`src/rtl/out_port_uart_tx.sv`:
```
// Captures register-file writes to the output register and sends them as 8N1 UART frames.
// Define OUT_PORT_UART_TX_PARITY_EN to insert an even-parity bit after the payload.
module out_port_uart_tx #(
   parameter int BUS_WIDTH    = 8,
   parameter int ADDR_WIDTH   = 3,
   parameter int OUT_ADDR     = 7,
   parameter int CLKS_PER_BIT = 16
) (
   input  logic                  clk,
   input  logic                  rst,
   input  logic                  we,
   input  logic [ADDR_WIDTH-1:0] wr_addr,
   input  logic [BUS_WIDTH-1:0]  wr_data,
   output logic                  tx,
   output logic                  ready_out,
   output logic                  busy,
   output logic                  overrun
);

   localparam int CW = $clog2(CLKS_PER_BIT);
   localparam int BW = (BUS_WIDTH > 1) ? $clog2(BUS_WIDTH) : 1;

`ifdef OUT_PORT_UART_TX_PARITY_EN
   typedef enum logic [2:0] {IDLE, START, DATA, STOP, PARITY} state_t;
`else
   typedef enum logic [2:0] {IDLE, START, DATA, STOP} state_t;
`endif

   state_t               state_q, state_d;
   logic [CW-1:0]        baud_q, baud_d;
   logic [BW-1:0]        bit_q, bit_d;
   logic [BUS_WIDTH-1:0] shift_q, shift_d;
   logic [BUS_WIDTH-1:0] hold_q, hold_d;
   logic                 hold_valid_q, hold_valid_d;
   logic                 tx_q, tx_d;
   logic                 ready_q;
   logic                 busy_q;
   logic                 overrun_q, overrun_d;
`ifdef OUT_PORT_UART_TX_PARITY_EN
   logic                 parity_q, parity_d;
`endif

   logic wrap;
   logic cap;
   logic load;

   always_comb begin
      wrap = (baud_q == CW'(CLKS_PER_BIT - 1));
      cap  = we && (wr_addr == ADDR_WIDTH'(OUT_ADDR));
      // The shifter takes the held byte from IDLE or at the very end of STOP
      load = hold_valid_q &&
             ((state_q == IDLE) || ((state_q == STOP) && wrap));
   end

   always_comb begin
      state_d = state_q;
      bit_d   = bit_q;
      shift_d = shift_q;
      tx_d    = tx_q;
      if ((state_q == IDLE) || wrap) begin
         baud_d = '0;
      end else begin
         baud_d = baud_q + 1'b1;
      end
      case (state_q)
         IDLE: begin
            tx_d = 1'b1;
            if (load) begin
               state_d = START;
               shift_d = hold_q;
               bit_d   = '0;
               tx_d    = 1'b0;
            end
         end
         START: begin
            if (wrap) begin
               state_d = DATA;
               bit_d   = '0;
               tx_d    = shift_q[0];
            end
         end
         DATA: begin
            if (wrap) begin
               if (bit_q == BW'(BUS_WIDTH - 1)) begin
`ifdef OUT_PORT_UART_TX_PARITY_EN
                  state_d = PARITY;
                  tx_d    = parity_q;
`else
                  state_d = STOP;
                  tx_d    = 1'b1;
`endif
               end else begin
                  shift_d = shift_q >> 1;
                  bit_d   = bit_q + 1'b1;
                  tx_d    = shift_d[0];
               end
            end
         end
`ifdef OUT_PORT_UART_TX_PARITY_EN
         PARITY: begin
            if (wrap) begin
               state_d = STOP;
               tx_d    = 1'b1;
            end
         end
`endif
         STOP: begin
            if (wrap) begin
               if (load) begin
                  state_d = START;
                  shift_d = hold_q;
                  bit_d   = '0;
                  tx_d    = 1'b0;
               end else begin
                  state_d = IDLE;
                  tx_d    = 1'b1;
               end
            end
         end
         default: begin
            state_d = IDLE;
            tx_d    = 1'b1;
         end
      endcase
   end

   always_comb begin
      hold_d       = hold_q;
      hold_valid_d = hold_valid_q && !load;
      overrun_d    = overrun_q;
      if (cap) begin
         if (!hold_valid_q || load) begin
            hold_d       = wr_data;
            hold_valid_d = 1'b1;
         end else begin
            overrun_d = 1'b1;
         end
      end
`ifdef OUT_PORT_UART_TX_PARITY_EN
      parity_d = load ? ^hold_q : parity_q;
`endif
   end

   always_ff @(posedge clk) begin
      if (rst) begin
         state_q      <= IDLE;
         baud_q       <= '0;
         bit_q        <= '0;
         shift_q      <= '0;
         hold_q       <= '0;
         hold_valid_q <= 1'b0;
         tx_q         <= 1'b1;
         ready_q      <= 1'b1;
         busy_q       <= 1'b0;
         overrun_q    <= 1'b0;
`ifdef OUT_PORT_UART_TX_PARITY_EN
         parity_q     <= 1'b0;
`endif
      end else begin
         state_q      <= state_d;
         baud_q       <= baud_d;
         bit_q        <= bit_d;
         shift_q      <= shift_d;
         hold_q       <= hold_d;
         hold_valid_q <= hold_valid_d;
         tx_q         <= tx_d;
         ready_q      <= !hold_valid_d;
         busy_q       <= (state_d != IDLE);
         overrun_q    <= overrun_d;
`ifdef OUT_PORT_UART_TX_PARITY_EN
         parity_q     <= parity_d;
`endif
      end
   end

   assign tx        = tx_q;
   assign ready_out = ready_q;
   assign busy      = busy_q;
   assign overrun   = overrun_q;

endmodule

```
`config.mk`:
```
export PLATFORM = sky130hd
export DESIGN_NAME = out_port_uart_tx
export DESIGN_NICKNAME = d
export VERILOG_FILES = /design/src/rtl/out_port_uart_tx.sv
export SDC_FILE = /design/constraint.sdc
export NUM_CORES = 1
export LEC_CHECK = 0
export CORE_UTILIZATION = 59
export CTS_CLUSTER_DIAMETER = 150
export DETAILED_ROUTE_END_ITERATION = 10
export PLACE_DENSITY = 0.84
export SYNTH_ARGS = -nofsm -noshare
export SYNTH_HDL_FRONTEND = slang
export SYNTH_SLANG_ARGS = --single-unit
```
`constraint.sdc`:
```
create_clock -name clk -period 3.36 [get_ports clk]
set_input_delay 1.008 -clock clk [delete_from_list [all_inputs] [get_ports clk]]
set_output_delay 1.008 -clock clk [all_outputs]
set_load 0.02 [all_outputs]
```
-- Word level (Yosys, flattened, before mapping)
Index checks and enable logic that the tools add are counted.
- input bits: 14
- memories: 0
- memory bits (writable): 0
- logic and storage cells: 69
- ROM bits: 0
- output and inout bits: 4
- bits in latches: 0
- bits in registers: 31
- multiplexer cells: 26
- eq/ne operators: 10
- multipliers: 0
- reduce and logical (&&, ||, !) cells: 20
- $add $sub $neg: 2
- div/mod/pow operators: 0
- magnitude comparators: 0
- shifts and indexed selects: 0
- bitwise operators: 1
- operators by type and width (kind ; count):
    8-bit two-way mux ; 4
    3-bit two-way mux ; 10
    3-bit one-hot mux with 4 select lines ; 2
    8-bit one-hot mux with 3 select lines ; 1
    1-bit two-way mux ; 8
    2-bit inequality test (second input constant) ; 4
    3-bit by 2-bit == test with 1-bit output (second input constant) ; 2
    3-bit == test (second input constant) ; 2
    3-bit nonzero test ; 2
    5-bit AND reduction ; 1
    4-bit by 1-bit adder with 4-bit output (second input constant) ; 1
    4-bit == test (second input constant) ; 1
    1-bit logical AND ; 4
    1-bit one-hot mux with 4 select lines ; 1
    2-bit AND reduction ; 2
    4-bit AND reduction ; 1
    4-bit nonzero test ; 1
    3-bit by 1-bit adder with 3-bit output (second input constant) ; 1
    3-bit by 1-bit == test with 1-bit output (second input constant) ; 1
    1-bit zero test ; 3
    3-bit zero test ; 1
    1-bit logical OR ; 3
    3-bit AND reduction ; 1
    2-bit OR reduction ; 1
    1-bit inverter ; 1

-- Longest topological paths before layout
- depth after elaboration: 9
- depth in mapped cells: 7

-- Least setup slack after synthesis
No wires, ideal clock.
- path type: input to register
- from: input port wr_addr[2]
- to: register hold_valid_q
- buffers on the path: 0
- library setup time: 0.118 ns
- cell stages on the path: 4
- required time: 3.242 ns
- data arrival time: 1.750 ns
- slack: 1.491 ns
- cell sequence: nand4_1 -> clkinv_1 -> o21ai_0 -> inv_1
- longest elaborated chain between the ends: 3
- RTL lines (item ; RTL line ; text):
    start: declaration ; 12 ; input logic [ADDR_WIDTH-1:0] wr_addr,
    3-bit == test ; 49 ; cap = we && (wr_addr == ADDR_WIDTH'(OUT_ADDR));
    1-bit logical AND ; 49 ;
    1-bit two-way mux ; 131 ; if (cap) begin
    end signal: assignment ; 165 ; hold_valid_q <= hold_valid_d;
    end: declaration ; 34 ; logic hold_valid_q, hold_valid_d;
No other way between the ends.
A chain may end at the register's enable or synchronous reset.

-- Worst setup path after layout
- from: register tx_q, in the netlist tx
- to: output port tx
- RTL lines (item ; RTL line ; text):
    start: declaration ; 35 ; logic tx_q, tx_d;
    start signal: assignment ; 166 ; tx_q <= tx_d;
    end: declaration ; 14 ; output logic tx,
No word-level cell between the ends.

==> out/results.ini <==
[global_route]
globalRoute.totalOverflow=0
grt_pass1_wl_mm=5.03
grtUsageTotal=0.260
grt_pass1_vias=1183
initial_antenna_violation_count=0
grt_max_degree=33

[routing]
final_antenna_net_count=0
drt-pass1-iter-count=4
via_count=1256
drt-total-wl_mm=2.94
drt-wirelength-per-cell_um=13.4
post_drt_via_cell_ratio=5.74
drt_iter0_markers=19
detail_route.drc_violations=0

[critical_path]
timing.reg2reg.worst_path_depth=4
criticalPathCategory=flop to primary output
regToRegSetupSlack_ps=1350
path_depth=1
critical-path-slowest-cell=sky130_fd_sc_hd__clkdlybuf4s50_1
worstPathBufferInverterCount=1
end_kind=primary output
timing.critical_path.arrival_ps=1300
worst-endpoint-required_ps=2350
cp_max_fo=3
crit_path_cell_trace=clkdlybuf4s50_1
worst_path_largest_cell_delay_ps=610
cpLargestDelayFamily=buffers and inverters
cp-start-kind=flop

[clock_tree]
insertion_delay_ps=340
htree_levels=2
clock_tree_from_tritoncts=done
clkTransAtPathRegs_ps=90
buffers_from_clock_root_to_sink_at_most=2
cts.sink_count=31
post-cts-setup-buffers=0
cts.repair.resized=0
cts_root_buf=sky130_fd_sc_hd__clkbuf_4
holdBufCountCts=0
cts-buffers-inserted=5

[run_status]
run_status=finished clean

[placement]
globalplace.congestion=0.744
detailed_place.area_mm2=0.00170
numPortBuffers=17
detailed_place_hpwl_mm=2.10

[layout]
final_util=0.722
postLayoutCellArea_mm2=0.00177
nNetsFinal=205
diodes=0
syn_to_final_growth_pct=15.6
fillCellCount=188
drive_gt1_frac=0.122

[timing]
final-setup-viol-count=0
setup_tns_ps=0
slew_headroom=0.540
final.min_clock_period_ps=2310
unrepaired_setup_endpoints_after_global_routing=false
timing.final.max_slew_violations=0
finalClockSkew_ps=4.82
achievable-frequency_ghz=0.433
finalCritPeriodShare=0.687
hold_violations=0
worst-slew-pin-transition_ps=690

[floorplanning]
placement_rows=18
initial_standard_cell_utilization_of_the_core=0.624
core_mm2=0.00245
pin_count=18
fp.dieArea_mm2=0.00281
die_height_um=53.0
die_width_um=53.0

[power]
p_leak_nw=0.634
ir_worst_vdd_mv=0.406
power-per-cell-area_mw_per_mm2=383
p_total_mw=0.678

[synth]
synth_flop_cell=sky130_fd_sc_hd__dfxtp_1
synth-edff-count=0
synth_warnings=0
yosys_register_bits=31
synth.yosys.seq_area_share=0.405
syn-cell-area_mm2=0.00153
postSynthNetCount=188
synth_area_per_cell_um2=8.96
synthesis.instances=171
post_synth_num_cell_types=42
ys_async_sr_fraction=0

[worst_hold_path]
hold_path_class=flop to flop
min_path_cells=1

[job]
cap_viol_max_count=0

final cells by class:
type	count	area (um^2)	area share
Clock buffer	7	65.1	0.0367
Clock inverter	1	7.51	0.00424
Inverter	8	30.0	0.0169
Multi-Input combinational cell	123	826	0.466
Sequential cell	31	621	0.350
Tap cell	30	37.5	0.0212
Timing Repair Buffer	19	185	0.105
registers in the layout, summed over array words and instances (netlist names):
register	count
hold_q	8
shift_q	8
baud_q	4
bit_q	3
state_q	3
busy	1
hold_valid_q	1
overrun	1
ready_out	1
tx	1
cell families after synthesis:
family          count (synthesis)  synth area share
simple gates                   59             0.214
compound gates                 43             0.184
flops                          31             0.405
buf+inv                        17            0.0563
mux                            14            0.0971
fa+ha+maj                       3            0.0245
xor+xnor                        3            0.0171
other cells                     1           0.00245
final timing paths:
path	from	end
max	tx$_SDFFE_PP1P_	tx
min	baud_q[0]$_SDFF_PP0_	baud_q[0]$_SDFF_PP0_
max reg2reg	state_q[1]$_SDFF_PP0_	hold_q[3]$_SDFFE_PP0P_
min reg2reg	baud_q[0]$_SDFF_PP0_	baud_q[0]$_SDFF_PP0_
stage by stage:
step           hold slack, ps  instances  worst slack (ps)
2_1_floorplan             418        171              1490
3_3_place_gp              433        211               973
3_5_place_dp              444        211               845
4_1_cts                   468        219              1030
5_1_grt                   502        219               989
6_report                  459        219              1050
per-layer routing:
layer	vias to the layer above	track usage	routed length, um
li1	646	-	-
met1	577	0.276	1330
met2	28	0.430	1450
met3	5	0.0718	96
met4	0	0.197	65
met5	-	0	0
Yosys cell counts, types with 2 or more instances:
| cell type | number | area, um^2 |
|---|---|---|
| sky130_fd_sc_hd__dfxtp_1 | 31 | 621 |
| sky130_fd_sc_hd__nor2_1 | 18 | 67.6 |
| sky130_fd_sc_hd__a21oi_1 | 15 | 75.1 |
| sky130_fd_sc_hd__nor2b_1 | 9 | 56.3 |
| sky130_fd_sc_hd__nand3b_1 | 8 | 60.1 |
| sky130_fd_sc_hd__o21ai_1 | 8 | 40.0 |
| sky130_fd_sc_hd__inv_1 | 7 | 26.3 |
| sky130_fd_sc_hd__mux2_2 | 7 | 78.8 |
| sky130_fd_sc_hd__mux2i_1 | 7 | 70.1 |
| sky130_fd_sc_hd__clkbuf_1 | 5 | 18.8 |
| sky130_fd_sc_hd__nand3_1 | 5 | 25.0 |
| sky130_fd_sc_hd__nor3_1 | 5 | 25.0 |
| sky130_fd_sc_hd__o21ai_0 | 4 | 20.0 |
| sky130_fd_sc_hd__a211oi_1 | 3 | 22.5 |
| sky130_fd_sc_hd__ha_1 | 3 | 37.5 |
| sky130_fd_sc_hd__nand2_1 | 3 | 11.3 |
| sky130_fd_sc_hd__o211ai_1 | 3 | 22.5 |
| sky130_fd_sc_hd__a31oi_1 | 2 | 12.5 |
| sky130_fd_sc_hd__buf_4 | 2 | 15.0 |
| sky130_fd_sc_hd__buf_6 | 2 | 22.5 |
| sky130_fd_sc_hd__nor3b_1 | 2 | 15.0 |
| sky130_fd_sc_hd__xnor2_1 | 2 | 17.5 |
power by group:
group | internal [mW] | leakage, nW | switching [mW] | total [mW]
Clock | 0.122 | 0.0375 | 0.130 | 0.252
Sequential | 0.373 | 0.251 | 0.00631 | 0.379
Combinational | 0.0247 | 0.345 | 0.0220 | 0.0468
Total | 0.520 | 0.634 | 0.158 | 0.678
cell usage in the layout, fill, tap and decap left out, types with 2 or more instances in the layout:
master and instances:
sky130_fd_sc_hd__dfxtp_1 31, sky130_fd_sc_hd__nor2_1 18, sky130_fd_sc_hd__clkdlybuf4s50_1 17, sky130_fd_sc_hd__a21oi_1 15, sky130_fd_sc_hd__nor2b_1 9, sky130_fd_sc_hd__nand3b_1 8
sky130_fd_sc_hd__o21ai_1 8, sky130_fd_sc_hd__inv_1 7, sky130_fd_sc_hd__mux2i_1 7, sky130_fd_sc_hd__mux2_2 7, sky130_fd_sc_hd__nor3_1 5, sky130_fd_sc_hd__nand3_1 5
sky130_fd_sc_hd__clkbuf_4 5, sky130_fd_sc_hd__o21ai_0 4, sky130_fd_sc_hd__nand2_1 3, sky130_fd_sc_hd__a211oi_1 3, sky130_fd_sc_hd__o211ai_1 3, sky130_fd_sc_hd__ha_1 3
sky130_fd_sc_hd__nor3b_1 2, sky130_fd_sc_hd__a31oi_1 2, sky130_fd_sc_hd__xnor2_1 2, sky130_fd_sc_hd__clkbuf_8 2, sky130_fd_sc_hd__buf_4 2
Note: power is estimated with default switching activity, not from simulation.
